### src/rtl/pt_check.sv
// pt_check: scans a length-prefixed plaintext message for legal characters; PT_CHECK_STRICT_EN limits the legal set to space and a-z
module pt_check (
  input  logic       clk,
  input  logic       rst_n,
  input  logic       en,
  output logic       rdy,
  output logic [7:0] pt_addr,
  input  logic [7:0] pt_rddata,
  output logic       valid,
  output logic [7:0] bad_addr
);
  localparam logic [2:0] IDLE     = 3'd0;
  localparam logic [2:0] LEN_WAIT = 3'd1;
  localparam logic [2:0] LEN_CAPT = 3'd2;
  localparam logic [2:0] CH_WAIT  = 3'd3;
  localparam logic [2:0] CH_CHECK = 3'd4;
  logic [2:0] state_q, state_d;
  logic       rdy_q, rdy_d, valid_q, valid_d, ch_ok;
  logic [7:0] pt_addr_q, pt_addr_d, bad_addr_q, bad_addr_d, len_q, len_d;
`ifdef PT_CHECK_STRICT_EN
  assign ch_ok = pt_rddata == 8'h20 || (pt_rddata >= 8'h61 && pt_rddata <= 8'h7a);
`else
  assign ch_ok = pt_rddata >= 8'h20 && pt_rddata <= 8'h7e;
`endif
  always_comb begin
    state_d    = state_q;
    rdy_d      = rdy_q;
    valid_d    = valid_q;
    pt_addr_d  = pt_addr_q;
    bad_addr_d = bad_addr_q;
    len_d      = len_q;
    case (state_q)
      IDLE: if (en) begin
        state_d    = LEN_WAIT;
        pt_addr_d  = 8'd0;
        valid_d    = 1'b0;
        bad_addr_d = 8'd0;
        rdy_d      = 1'b0;
      end
      LEN_WAIT: state_d = LEN_CAPT;
      LEN_CAPT: begin
        len_d = pt_rddata;
        if (pt_rddata == 8'd0) begin
          valid_d = 1'b1;
          rdy_d   = 1'b1;
          state_d = IDLE;
        end else begin
          pt_addr_d = 8'd1;
          state_d   = CH_WAIT;
        end
      end
      CH_WAIT: state_d = CH_CHECK;
      CH_CHECK: begin
        if (!ch_ok) begin
          bad_addr_d = pt_addr_q;
          rdy_d      = 1'b1;
          state_d    = IDLE;
        end else if (pt_addr_q == len_q) begin
          valid_d = 1'b1;
          rdy_d   = 1'b1;
          state_d = IDLE;
        end else begin
          pt_addr_d = pt_addr_q + 8'd1;
          state_d   = CH_WAIT;
        end
      end
      default: begin
        state_d = IDLE;
        rdy_d   = 1'b1;
      end
    endcase
  end
  always_ff @(posedge clk or negedge rst_n) begin
    if (!rst_n) begin
      state_q    <= IDLE;
      rdy_q      <= 1'b1;
      valid_q    <= 1'b0;
      pt_addr_q  <= 8'd0;
      bad_addr_q <= 8'd0;
      len_q      <= 8'd0;
    end else begin
      state_q    <= state_d;
      rdy_q      <= rdy_d;
      valid_q    <= valid_d;
      pt_addr_q  <= pt_addr_d;
      bad_addr_q <= bad_addr_d;
      len_q      <= len_d;
    end
  end
  assign rdy      = rdy_q;
  assign pt_addr  = pt_addr_q;
  assign valid    = valid_q;
  assign bad_addr = bad_addr_q;
endmodule
### config.mk
export PLATFORM = sky130hd
export DESIGN_NAME = pt_check
export DESIGN_NICKNAME = d
export VERILOG_FILES = /design/src/rtl/pt_check.sv
export SDC_FILE = /design/constraint.sdc
export NUM_CORES = 1
export LEC_CHECK = 0
export CELL_PAD_IN_SITES_DETAIL_PLACEMENT = 1
export CELL_PAD_IN_SITES_GLOBAL_PLACEMENT = 1
export CORE_MARGIN = 2
export CORE_UTILIZATION = 40
export DETAILED_ROUTE_END_ITERATION = 8
export GPL_ROUTABILITY_DRIVEN = 0
export PLACE_DENSITY = 0.81
export SETUP_SLACK_MARGIN = 0.2
export SLEW_MARGIN = 20
export SYNTH_ARGS = -nofsm -noshare
export SYNTH_HDL_FRONTEND = slang
export SYNTH_SLANG_ARGS = --single-unit
### constraint.sdc
create_clock -name clk -period 3.1 [get_ports clk]
set_input_delay 0.775 -clock clk [delete_from_list [all_inputs] [get_ports clk]]
set_output_delay 0.775 -clock clk [all_outputs]
set_load 0.05 [all_outputs]
==> report_table.html <==
<table>
<tr><th>Metric</th><th>Value</th></tr>
<tr><th colspan="2">Finish</th></tr>
<tr><td>Net count reported at finish</td><td>190</td></tr>
<tr><td>Area growth syn-to-layout</td><td>26.6%</td></tr>
<tr><td>Layout cell share with drive strength beyond 1</td><td>17.3%</td></tr>
<tr><td>Antenna diode count</td><td>0</td></tr>
<tr><td>Final Non-Filler Cells</td><td>227</td></tr>
<tr><th colspan="2">Worst setup path</th></tr>
<tr><td>Worst Setup End Kind</td><td>flop</td></tr>
<tr><td>Type of the worst setup path</td><td>in -&gt; reg</td></tr>
<tr><td>CP max-delay cell</td><td>sky130_fd_sc_hd__or4_2</td></tr>
<tr><td>Length in cells of the worst reg-to-reg path</td><td>4</td></tr>
<tr><td>Series of cell instances along the critical path</td><td>clkdlybuf4s50_1 &gt; or4_2 &gt; o21ai_2 &gt; o311ai_2 &gt; a31oi_1</td></tr>
<tr><td>Arrival time at the worst endpoint</td><td>2.69 ns</td></tr>
<tr><td>Highest cell delay on the worst timing path</td><td>0.72 ns</td></tr>
<tr><td>Worst Path Max Fanout</td><td>7</td></tr>
<tr><td>CP required</td><td>3.27 ns</td></tr>
<tr><td>Setup crit start kind</td><td>input port</td></tr>
<tr><th colspan="2">Die</th></tr>
<tr><td>Overall die height</td><td>66.1 um</td></tr>
<tr><td>Io pins</td><td>29</td></tr>
<tr><td>Effective utilization at floorplan</td><td>41.8%</td></tr>
<tr><td>Total number of placement rows</td><td>22</td></tr>
<tr><td>X dimension of the die</td><td>66.1 um</td></tr>
<tr><td>Placeable Area</td><td>3690 um2</td></tr>
<tr><td>Die Area</td><td>4370 um2</td></tr>
<tr><th colspan="2">GRT</th></tr>
<tr><td>Total routing resource utilization after global routing</td><td>22.2%</td></tr>
<tr><td>Wire length of the first global-routing pass</td><td>7.14 mm</td></tr>
<tr><td>Maximum number of pins on one net before global-route repair</td><td>18</td></tr>
<tr><td>Number of global-route vias before repair</td><td>1373</td></tr>
<tr><td>Initial antenna violation count</td><td>0</td></tr>
<tr><td>Overflow left after global routing</td><td>0</td></tr>
<tr><th colspan="2">Clock tree</th></tr>
<tr><td>Setup Fix Bufs, Post-CTS</td><td>0</td></tr>
<tr><td>Number of H-tree levels</td><td>2</td></tr>
<tr><td>Clock tree from TritonCTS</td><td>built</td></tr>
<tr><td>CTS root buffer</td><td>sky130_fd_sc_hd__clkbuf_8</td></tr>
<tr><td>Clock-pin slew reported for the worst setup and hold paths after clock tree synthesis</td><td>0.06 ns</td></tr>
<tr><td>Total clock sinks</td><td>29</td></tr>
<tr><td>Total CTS buffers</td><td>5</td></tr>
<tr><td>Max Buffers Root-to-Sink</td><td>2</td></tr>
<tr><td>Hold buffer count at cts</td><td>0</td></tr>
<tr><td>Resize count post-CTS</td><td>0</td></tr>
<tr><td>Clock insertion delay at the later pin of the skew report</td><td>0.27 ns</td></tr>
<tr><th colspan="2">Synth</th></tr>
<tr><td>Synth Net Count</td><td>159</td></tr>
<tr><td>Post-synth EDFFs</td><td>0</td></tr>
<tr><td>Area of the mapped netlist</td><td>1540 um2</td></tr>
<tr><td>Ranking of synthesized cells by area</td><td>sky130_fd_sc_hd__dfrtp_1 45%, sky130_fd_sc_hd__mux2_2 6.6%, sky130_fd_sc_hd__xnor2_1 4.5%, sky130_fd_sc_hd__a31oi_1 4.5%, sky130_fd_sc_hd__nand3_1 2.9%</td></tr>
<tr><td>Flops &amp; latches, synth</td><td>29</td></tr>
<tr><td>Cell accounting for the most synthesized area</td><td>sky130_fd_sc_hd__dfrtp_1</td></tr>
<tr><td>Synth cell count leaders</td><td>28 x sky130_fd_sc_hd__dfrtp_1, 12 x sky130_fd_sc_hd__nand2_1, 11 x sky130_fd_sc_hd__a31oi_1, 9 x sky130_fd_sc_hd__mux2_2, 9 x sky130_fd_sc_hd__nand3_1</td></tr>
<tr><td>Most used DFF post-synth</td><td>sky130_fd_sc_hd__dfrtp_1</td></tr>
<tr><td>Synth warn</td><td>0</td></tr>
<tr><td>Sequential fraction of the synthesis area</td><td>47.1%</td></tr>
<tr><td>Area fraction of the dominant cell type after synthesis</td><td>45.4%</td></tr>
<tr><td>Synth unique cells</td><td>39</td></tr>
<tr><td>Post-Synthesis Mean Instance Area</td><td>10.5 um2</td></tr>
<tr><td>Gate Count Post-Synth</td><td>147</td></tr>
<tr><td>FFs w/ async S/R, synth</td><td>100%</td></tr>
<tr><td>Most common cell in the synthesized netlist</td><td>sky130_fd_sc_hd__dfrtp_1</td></tr>
<tr><th colspan="2">Power</th></tr>
<tr><td>Static leakage</td><td>0.774 nW</td></tr>
<tr><td>Combinational power share</td><td>39.7%</td></tr>
<tr><td>Worst IR drop on VDD</td><td>0.541 mV</td></tr>
<tr><td>P_int</td><td>0.000946 W</td></tr>
<tr><td>Switching power as a share of total power</td><td>39.5%</td></tr>
<tr><td>Power spent charging and discharging nets</td><td>0.000617 W</td></tr>
<tr><td>Power per unit of standard cell area</td><td>800 nW/um2</td></tr>
<tr><td>Clock share of power</td><td>21.9%</td></tr>
<tr><td>Part of the power in registers</td><td>38.5%</td></tr>
<tr><th colspan="2">Routing</th></tr>
<tr><td>Detailed-route wire length per cell</td><td>18.5 um</td></tr>
<tr><td>Number of detailed-route iterations in the first pass</td><td>4</td></tr>
<tr><td>Number of violations reported at the end of detailed-routing iteration 0</td><td>70</td></tr>
<tr><td>Wire length reported by the detailed router</td><td>4.20 mm</td></tr>
<tr><td>Total number of vias</td><td>1316</td></tr>
<tr><td>Antenna-violating nets left</td><td>0</td></tr>
<tr><td>Vias per Instance</td><td>5.80</td></tr>
<tr><td>Post-route DRC</td><td>0</td></tr>
<tr><th colspan="2">Timing</th></tr>
<tr><td>Post-route worst hold slack</td><td>0.522 ns</td></tr>
<tr><td>Worst clock skew</td><td>0.00490 ns</td></tr>
<tr><td>Final slew viol count</td><td>0</td></tr>
<tr><td>Worst slew pin tran</td><td>0.639 ns</td></tr>
<tr><td>Final count of hold timing violations</td><td>0</td></tr>
<tr><td>Min Tclk post-route</td><td>2.52 ns</td></tr>
<tr><td>Endpoints failing setup</td><td>0</td></tr>
<tr><td>F_max</td><td>397 MHz</td></tr>
<tr><td>Relative slew slack</td><td>57.4%</td></tr>
<tr><td>Unrepaired setup endpoints after global routing</td><td>false</td></tr>
<tr><td>Summed negative setup slack over all endpoints</td><td>0 ns</td></tr>
<tr><td>Final cycle utilization of the critical path</td><td>81.2%</td></tr>
<tr><th colspan="2">Place</th></tr>
<tr><td>Placed wire-length estimate after detailed placement</td><td>2.96 mm</td></tr>
<tr><td>Port Buffers</td><td>28</td></tr>
<tr><td>Placed Cells incl. Taps</td><td>219</td></tr>
<tr><th colspan="2">Worst hold path</th></tr>
<tr><td>Hold depth</td><td>2</td></tr>
<tr><td>Class of the tightest hold or removal check</td><td>reg -&gt; reg</td></tr>
<tr><th colspan="2">Run status</th></tr>
<tr><td>Status</td><td>completed</td></tr>
<tr><th colspan="2">Job</th></tr>
<tr><td># Max-Cap Violations</td><td>0</td></tr>
</table>
power groups by stage:
stage	Clock [W]	Sequential (W)	Combinational [W]
floorplan	0	0.000619	0.000437
global placement	0	0.000596	0.000584
detailed placement	0	0.000608	0.000610
CTS	0.000348	0.000602	0.000621
global route	0.000366	0.000618	0.000681
finish	0.000342	0.000601	0.000620
sequential cells by signal, summed over array words and instances (netlist names):
| signal | count |
|---|---|
| state_q | 3 |
| rdy | 1 |
| len_q | 8 |
| bad_addr | 8 |
| pt_addr | 8 |
| valid | 1 |
cells by family after synthesis:
kind of cell               synth area share [%]
muxes                                      6.57
DFF                                        47.1
AOI/OAI and AO/OA                          20.2
xor gates and xnor gates                   4.54
buffers and inverters                      5.43
and+or+nand+nor                            15.3
adders and majority gates                 0.811
through the flow:
| stage | power, W | instance area, um2 | utilization (%) | worst slack (ns) |
|---|---|---|---|---|
| after floorplan | 0.00106 | 1540 | - | 0.962 |
| after global placement | 0.00118 | 1850 | 50.2 | 0.416 |
| after detailed placement | 0.00122 | 1850 | 50.2 | 0.336 |
| after CTS | 0.00157 | 1950 | 53.0 | 0.591 |
| after global routing | 0.00167 | 1950 | 53.0 | 0.490 |
| final | 0.00156 | 1950 | 53.0 | 0.582 |
layout by cell type (no fill, tap or decap), drive strengths merged, types with 2 or more instances in the layout:
cell	n
dfrtp	28
clkdlybuf4s50	28
nand2	12
o21ai	12
a31oi	11
nand3	9
mux2	9
xnor2	8
inv	8
clkbuf	7
nor2	5
a21oi	4
and3	4
buf	3
a41oi	3
and2	2
nand4	2
o21a	2
nor3b	2
nor3	2
nor2b	2
o22ai	2
or4	2
layout make-up:
class                           count  area [um2]
Clock buffer                        7        96.3
Clock inverter                      1        5.00
Fill cell                         429        1740
Inverter                            8        30.0
Multi-Input combinational cell    103         732
Sequential cell                    29         727
Tap cell                           48        60.1
Timing Repair Buffer               31         303
per-layer routing:
| layer | up-vias | share of wire (%) | global-route usage, % |
|---|---|---|---|
| li1 | 598 | - | - |
| met1 | 665 | 41 | 28.0 |
| met2 | 45 | 53 | 37.8 |
| met3 | 8 | 4.4 | 4.26 |
| met4 | 0 | 1.4 | 7.65 |
| met5 | - | 0 | 0 |
path summary, 6_finish.rpt:
check / from / to / slack, ns
worst max register to register: state_q[0] / pt_addr[5] / 1.02
min in group asynchronous: rst_n / state_q[2] / 0.87
worst min register to register: valid / valid / 0.52
worst min-delay path: valid / valid / 0.52
worst max-delay path: pt_rddata[0] / pt_addr[5] / 0.58
max in group asynchronous: rst_n / pt_addr[7] / 1.57
worst max-delay path: cells and delay by family:
kind            cells  cell delay [ns]
compound gates      3             0.72
buf+inv             1             0.47
simple gates        1             0.72
No activity file was read; power rests on OpenSTA's default activity.
